===== src/rtl/audio_play_ctrl.sv =====
// audio_play_ctrl: playback controller between a stereo sample FIFO and an
// I2S transmitter. Prefetches one sample on start, generates the bit clock
// (sck_bclk) and word clock (ws_lrc), refills the output sample on each
// transmitter request, and drains to a frame boundary on stop.
//
// Optional build macro: AUDIO_UNDERRUN_CNT_EN enables a saturating 16-bit
// underrun counter; when it is undefined, underrun_cnt is tied to zero.
//
// Ports:
//   clk, rst_n       system clock, asynchronous active-low reset
//   start, stop      playback request (IDLE only) / stop request
//   fifo_empty       sample FIFO empty flag
//   fifo_rd_en       one-cycle FIFO read strobe
//   fifo_rdata       {left[15:0], right[15:0]}, valid the cycle after the strobe
//   read_data_en     next-sample request pulse from the transmitter
//   sck_bclk, ws_lrc generated bit and word clocks (ws_lrc=1: left)
//   left_data        left sample, left-justified in 32 bits
//   right_data       right sample, left-justified in 32 bits
//   busy             registered (state != IDLE)
//   underrun_cnt     number of requests that found the FIFO empty
//   dbg_state        current FSM state (0 IDLE, 1 PREFETCH, 2 PLAY, 3 DRAIN)
//
// FIFO handshake: fifo_rd_en is asserted for exactly one cycle, only while
// fifo_empty=0; the FIFO presents the word on fifo_rdata during the following
// cycle and this block captures it at the end of that cycle. At most one read
// is ever in flight, so no request is accepted while a capture is pending.
module audio_play_ctrl #(
  parameter int unsigned BCLK_HALF = 4
) (
  input  logic        clk,
  input  logic        rst_n,
  input  logic        start,
  input  logic        stop,
  input  logic        fifo_empty,
  output logic        fifo_rd_en,
  input  logic [31:0] fifo_rdata,
  input  logic        read_data_en,
  output logic        sck_bclk,
  output logic        ws_lrc,
  output logic [31:0] left_data,
  output logic [31:0] right_data,
  output logic        busy,
  output logic [15:0] underrun_cnt,
  output logic [1:0]  dbg_state
);

  localparam logic [7:0] DIV_LAST = 8'(BCLK_HALF - 1);

  typedef enum logic [1:0] {
    S_IDLE     = 2'd0,
    S_PREFETCH = 2'd1,
    S_PLAY     = 2'd2,
    S_DRAIN    = 2'd3
  } state_t;

  state_t     state_q, state_d;
  logic       rd_pend_q;   // strobe issued last cycle; word is on fifo_rdata now
  logic [7:0] div_cnt_q;
  logic [4:0] fall_cnt_q;
  logic       ws_rose_q;   // ws_lrc rose at the last edge
  logic       underrun;
  logic       clk_run;
  logic       bclk_tick;
  logic       frame_tick;

  assign dbg_state = state_q;

  // Clocks run in PLAY and DRAIN, except on the edge that returns to IDLE.
  assign clk_run    = ((state_q == S_PLAY) || (state_q == S_DRAIN)) && (state_d != S_IDLE);
  assign bclk_tick  = clk_run && (div_cnt_q == DIV_LAST);
  // Every 32nd falling bclk edge flips the word clock.
  assign frame_tick = bclk_tick && sck_bclk && (fall_cnt_q == 5'd31);

  always_comb begin
    state_d    = state_q;
    fifo_rd_en = 1'b0;
    underrun   = 1'b0;
    case (state_q)
      S_IDLE: begin
        if (start) state_d = S_PREFETCH;
      end
      S_PREFETCH: begin
        if (stop)                 state_d = S_IDLE;
        else if (rd_pend_q)       state_d = S_PLAY;
        else if (!fifo_empty)     fifo_rd_en = 1'b1;
      end
      S_PLAY: begin
        if (stop) begin
          state_d = S_DRAIN;
        end else if (read_data_en && !rd_pend_q) begin
          if (!fifo_empty) fifo_rd_en = 1'b1;
          else             underrun   = 1'b1;
        end
      end
      S_DRAIN: begin
        if (ws_rose_q) state_d = S_IDLE;
      end
      default: state_d = S_IDLE;
    endcase
  end

  always_ff @(posedge clk or negedge rst_n) begin
    if (!rst_n) begin
      state_q    <= S_IDLE;
      busy       <= 1'b0;
      rd_pend_q  <= 1'b0;
      left_data  <= '0;
      right_data <= '0;
    end else begin
      state_q   <= state_d;
      busy      <= (state_d != S_IDLE);
      rd_pend_q <= fifo_rd_en;
      if (rd_pend_q) begin
        left_data  <= {fifo_rdata[31:16], 16'h0000};
        right_data <= {fifo_rdata[15:0],  16'h0000};
      end else if (underrun) begin
        left_data  <= '0;
        right_data <= '0;
      end
    end
  end

  always_ff @(posedge clk or negedge rst_n) begin
    if (!rst_n) begin
      div_cnt_q  <= '0;
      fall_cnt_q <= '0;
      sck_bclk   <= 1'b0;
      ws_lrc     <= 1'b0;
      ws_rose_q  <= 1'b0;
    end else if (!clk_run) begin
      div_cnt_q  <= '0;
      fall_cnt_q <= '0;
      sck_bclk   <= 1'b0;
      ws_lrc     <= 1'b0;
      ws_rose_q  <= 1'b0;
    end else begin
      ws_rose_q <= frame_tick && !ws_lrc;
      if (bclk_tick) begin
        div_cnt_q <= '0;
        sck_bclk  <= ~sck_bclk;
        if (sck_bclk) begin
          if (fall_cnt_q == 5'd31) begin
            fall_cnt_q <= '0;
            ws_lrc     <= ~ws_lrc;
          end else begin
            fall_cnt_q <= fall_cnt_q + 5'd1;
          end
        end
      end else begin
        div_cnt_q <= div_cnt_q + 8'd1;
      end
    end
  end

`ifdef AUDIO_UNDERRUN_CNT_EN
  always_ff @(posedge clk or negedge rst_n) begin
    if (!rst_n)                                underrun_cnt <= '0;
    else if (underrun && underrun_cnt != 16'hFFFF) underrun_cnt <= underrun_cnt + 16'd1;
  end
`else
  assign underrun_cnt = 16'h0000;
`endif

endmodule


===== config.mk =====
export PLATFORM = sky130hd
export DESIGN_NAME = audio_play_ctrl
export DESIGN_NICKNAME = d
export VERILOG_FILES = /design/src/rtl/audio_play_ctrl.sv
export SDC_FILE = /design/constraint.sdc
export NUM_CORES = 1
export LEC_CHECK = 0
export BUFFER_PORTS_ARGS = -buffer_cell sky130_fd_sc_hd__buf_2
export CAP_MARGIN = 10
export CORE_MARGIN = 1.5
export CORE_UTILIZATION = 45
export DETAILED_ROUTE_END_ITERATION = 10
export HOLD_SLACK_MARGIN = 0.02
export MAX_ROUTING_LAYER = met4
export PLACE_DENSITY = 0.78
export SLEW_MARGIN = 20
export SYNTH_ARGS = -nofsm -noshare
export SYNTH_HDL_FRONTEND = slang
export SYNTH_SLANG_ARGS = --single-unit

===== constraint.sdc =====
create_clock -name clk -period 1.9 [get_ports clk]
set_input_delay 0.19 -clock clk [delete_from_list [all_inputs] [get_ports clk]]
set_output_delay 0.19 -clock clk [all_outputs]
set_load 0.03 [all_outputs]

Word level (Yosys, flattened, before mapping):

Cells that the tools add are included.

* flip-flop bits (word level): 84
* bits of input ports: 38
* output and inout port bits: 86
* word-level logic and storage cells: 68

* add/subtract/negate cells: 2
* eq/ne operators: 8
* mux-type cells: 32
* bitwise logic cells: 2
* reduce and logical (&&, ||, !) cells: 14

Operators by type and width (number)
* $mux 32: 3
* $mux 5: 4
* $mux 1: 16
* $mux 8: 2
* $mux 2: 5
* $add 8x1->8 const B: 1
* $eq 8x2->1 const B: 1
* $pmux 2 s4: 1
* $logic_and 1x1->1: 6
* $add 5x1->5 const B: 1
* $eq 5x5->1 const B: 1
* $eq 2x2->1 const B: 2
* $ne 2x1->1 const B: 2
* $reduce_bool 2->1: 2
* $reduce_and 3->1: 1
* $eq 2x1->1 const B: 1
* $logic_not 1->1: 2
* $logic_not 2->1: 1
* $ne 2x2->1 const B: 1
* $not 1->1: 2
* $pmux 1 s2: 1
* $reduce_and 2->1: 1
* $logic_or 1x1->1: 1

Logic depth before layout (Yosys ltp):

* word-level depth: 10
* depth in mapped cells: 7
* depth with buffers taken out: 6

Worst setup path before layout:

No wires, ideal clock.

* kind: flip-flop to flip-flop
* start: reg state_q[1], in the netlist dbg_state[1]
* end: reg rd_pend_q
* library setup time: 233 ps
* arrival time: 2019 ps
* data required time: 1667 ps
* slack: -352 ps
* stages on the path, launching flop included: 5
* buffers on the path: 0
* clock period less this slack: 2252 ps
* cells stage by stage: dfrtp_1 inv_1 ha_1 nand2_1 nor4_1

* word-level cells in the longest chain between the ends: 2
* elaborated cells on any way between the ends: 3
* those cells by class: eq/ne: 2; mux: 1

RTL lines
* start: declaration: line 56 `state_t state_q, state_d;`
* start signal: assignment: line 110 `state_q <= state_d;`
* $eq 2x2->1 / $eq 2x1->1 (equally long branches): line 78 `case (state_q)`
* $pmux 1 s2 (*): line 78
* via fifo_rd_en: line 35 `output logic fifo_rd_en,`
* end signal: assignment: line 112 `rd_pend_q <= fifo_rd_en;`
* end: declaration: line 57 `logic rd_pend_q;`

The timed path passes the listed nets; every way through them passes the cells marked *.
A chain may end at the register's enable or synchronous reset.

Worst setup path after layout:

* start: reg state_q[1], in the netlist dbg_state[1]
* end: reg ws_lrc

* word-level cells in the longest chain between the ends: 8
* elaborated cells on any way between the ends: 19
* those cells by class: eq/ne: 6; mux: 7; reduce/logical: 6

RTL lines
* $mux 2: line 84 `else if (rd_pend_q) state_d = S_PLAY;`
* $mux 2: line 83 `if (stop) state_d = S_IDLE;`
* $pmux 2 s4: line 78
* $reduce_bool 2->1: line 69 `assign clk_run = ((state_q == S_PLAY) || (state_q == S_DRAIN)) && (state_d != S_IDLE);`
* $logic_and 1x1->1 (*): line 69
* $logic_and 1x1->1: line 70 `assign bclk_tick = clk_run && (div_cnt_q == DIV_LAST);`
* $ne 2x1->1 (no source line)
* $reduce_and 3->1 (no source line)
* end signal: assignment: line 144 `ws_lrc <= ~ws_lrc;`
* end: declaration: line 39 `output logic ws_lrc,`

Every way passes the cells marked *; elsewhere a longest branch is shown, timed or not.

==> run metrics <==
status finished clean; cell taking the most area after synthesis dfrtp_1; number of vias per cell 4.84; max-slew violations 0; GRT overflow 0; Crit Path Class flip-flop to flip-flop; Critical Path RT 2090 ps; Synth Cell Area 2590 sq um; 1st-iter DRT viols 75; RePlAce Congestion 0.896; synth unique cells 38; register bit total from synthesis 52; Die Wd 78.9 um; die height 78.9 um; CP arrival 2030 ps; H-tree depth 2; core area 5540 sq um; HP Class input port to flip-flop; mean area per synthesized cell 11.4 sq um; largest net degree at the start of global routing 33; clk slew on worst S/H paths 90 ps; share of cells above drive strength 1 40.5%; Vias 1876; placed cell area 2940 sq um; CTS Buf Count 5; residual DRC count 0; synth-to-layout area growth 22.6%; first-pass GRT wire length 7610 um; Worst Setup Start Kind flip-flop; Worst VDD drop 0.000961 V; WL/cell 13.2 um; root buf cell clkbuf_8; Die ar. 6230 sq um; max_cap viols 0; yosys warns 0; Detail Route Antenna Nets 0; final core occ 57.4%; f_max 0.544 GHz; drt pass-1 iters 4; pwr/cell area 1340 nW/um^2; element type at the critical path end flip-flop; crit path time final 1840 ps; setup TNS 0 ps; DRT Wirelength 5110 um; HPWL Detailed 3570 um; deepest clock path buffer count 2; # rows 27; vias in the first global route 1693; largest cells by area after synthesis dfrtp_1 (50%), buf_4 (14%), a22o_1 (11%); antenna fix cells 0; sequential share of the synthesized area 50.1%; top cell type's share of synthesized area 50.1%; initial antenna violation count 0; IO Count 124; post-layout net count 360; CTS tree done; final instance area 3180 sq um; Clock Skew 5.82 ps; All-Layer GR Usage 15.8%; Final Hold Viols 0; Clock Latency Late Sink 300 ps; Primary FF master, synth dfrtp_1; RSZ-0062 raised after global routing false; period utilization 96.7%; clock sink total 52; initial core utilization 46.8%; synthesized instance count 227; Async SR Flop Fraction 100%; crit path max fanout 8; leak pwr 1.65 nW; EDFF count, synth 0; Setup-failing EPs final 0; Port-buffer cells 75
timing repair:
item | CTS | global route
gates cloned | 0 | 1
hold buffers | 1 | 0
setup endpoints to repair | 1 | 17
hold endpoints to repair | 21 | 0
setup buffers | 0 | 3
pin swaps | 1 | 3
resized for setup | 0 | 22
area by class of cell:
type | instances | area [sq um]
tap | 72 | 90.1
inverter | 4 | 17.5
fill | 494 | 2360
multi-input combinational | 162 | 1160
clock buffer | 7 | 76.3
clock inverter | 1 | 8.76
sequential | 52 | 1310
timing repair buffer | 90 | 523
logic make-up (layout without fill, tap and decap cells):
| group | Yosys count | in the layout | share of synthesized area (%) |
|---|---|---|---|
| compound gates | 47 | 47 | 15.1 |
| xor+xnor | 8 | 8 | 2.70 |
| fa+ha+maj | 7 | 7 | 3.37 |
| buf+inv | 60 | 102 | 16.2 |
| flops | 52 | 52 | 50.1 |
| other cells | 1 | 48 | 0.145 |
| simple gates | 52 | 52 | 12.3 |
worst paths after layout:
check                               from       endpoint  slack [ps]  depth (start not counted)
setup reg to reg            dbg_state[1]         ws_lrc          60                          7
hold reg to reg            left_data[24]  left_data[24]         490                          1
hold / removal                fifo_empty      rd_pend_q          90                          2
setup / recovery            dbg_state[1]         ws_lrc          60                          7
min in group asynchronous          rst_n  left_data[29]         380                          2
max in group asynchronous          rst_n   dbg_state[0]         920                          3
cells in the mapped netlist (2+ instances only):
master,instances
nand2b_1,2
buf_6,2
nand3_1,10
inv_1,3
nand2_1,7
a31oi_1,2
clkbuf_1,6
and3_1,4
buf_4,48
nor2_2,9
xor2_1,8
a22o_1,32
dfrtp_1,52
a21oi_1,6
o21ai_0,2
ha_1,7
a32oi_2,2
nor2_1,5
power breakdown:
part,internal [mW],leakage (nW),switching (mW)
sequential,1.47,0.674,0.198
combinational,0.675,0.932,1.33
clock,0.264,0.0424,0.345
total,2.41,1.65,1.87
cells in the final DEF, fill, tap and decap left out, types with 3 or more instances in the layout:
| cell | count |
|---|---|
| clkbuf_8 | 5 |
| nand2_1 | 7 |
| dfrtp_1 | 49 |
| ha_4 | 3 |
| ha_1 | 3 |
| conb_1 | 48 |
| nand3_1 | 10 |
| nor2_2 | 9 |
| a21oi_1 | 6 |
| buf_2 | 74 |
| buf_4 | 13 |
| xor2_1 | 8 |
| nor2_1 | 4 |
| a22o_1 | 32 |
| and3_1 | 4 |
| dfrtp_2 | 3 |
worst max-delay path: stages, from the launching register on:
cell and delay [ps]:
dfrtp_2 430, buf_4 160, ha_4 190, nor2_4 170, o311ai_2 170, a32oi_4 340, clkbuf_16 230, nor2_2 40
registers in the layout, indices dropped and copies added (netlist names):
register	cells
dbg_state	2
div_cnt_q	8
rd_pend_q	1
fall_cnt_q	5
busy	1
ws_lrc	1
left_data	16
ws_rose_q	1
right_data	16
sck_bclk	1
stage by stage:
step / hold slack [ps] / instances / power [mW] / setup WS [ps]
after floorplan: -106 / 274 / 3.06 / 20.8
after global placement: 176 / 375 / 3.52 / 101
after detailed placement: 183 / 375 / 3.55 / 44.0
after CTS: 69.8 / 384 / 4.17 / 5.05
after global routing: 77.0 / 388 / 4.51 / 1.10
final: 85.5 / 388 / 4.28 / 63.3
routing by layer:
metal	vias to the layer above	global-route usage, %	wire, um
met5	-	-	0
met4	0	5.26	50
met3	6	3.10	276
met2	69	26.6	2610
met1	921	19.2	2170
li1	880	-	-
Note: power is estimated with default switching activity, not from simulation.
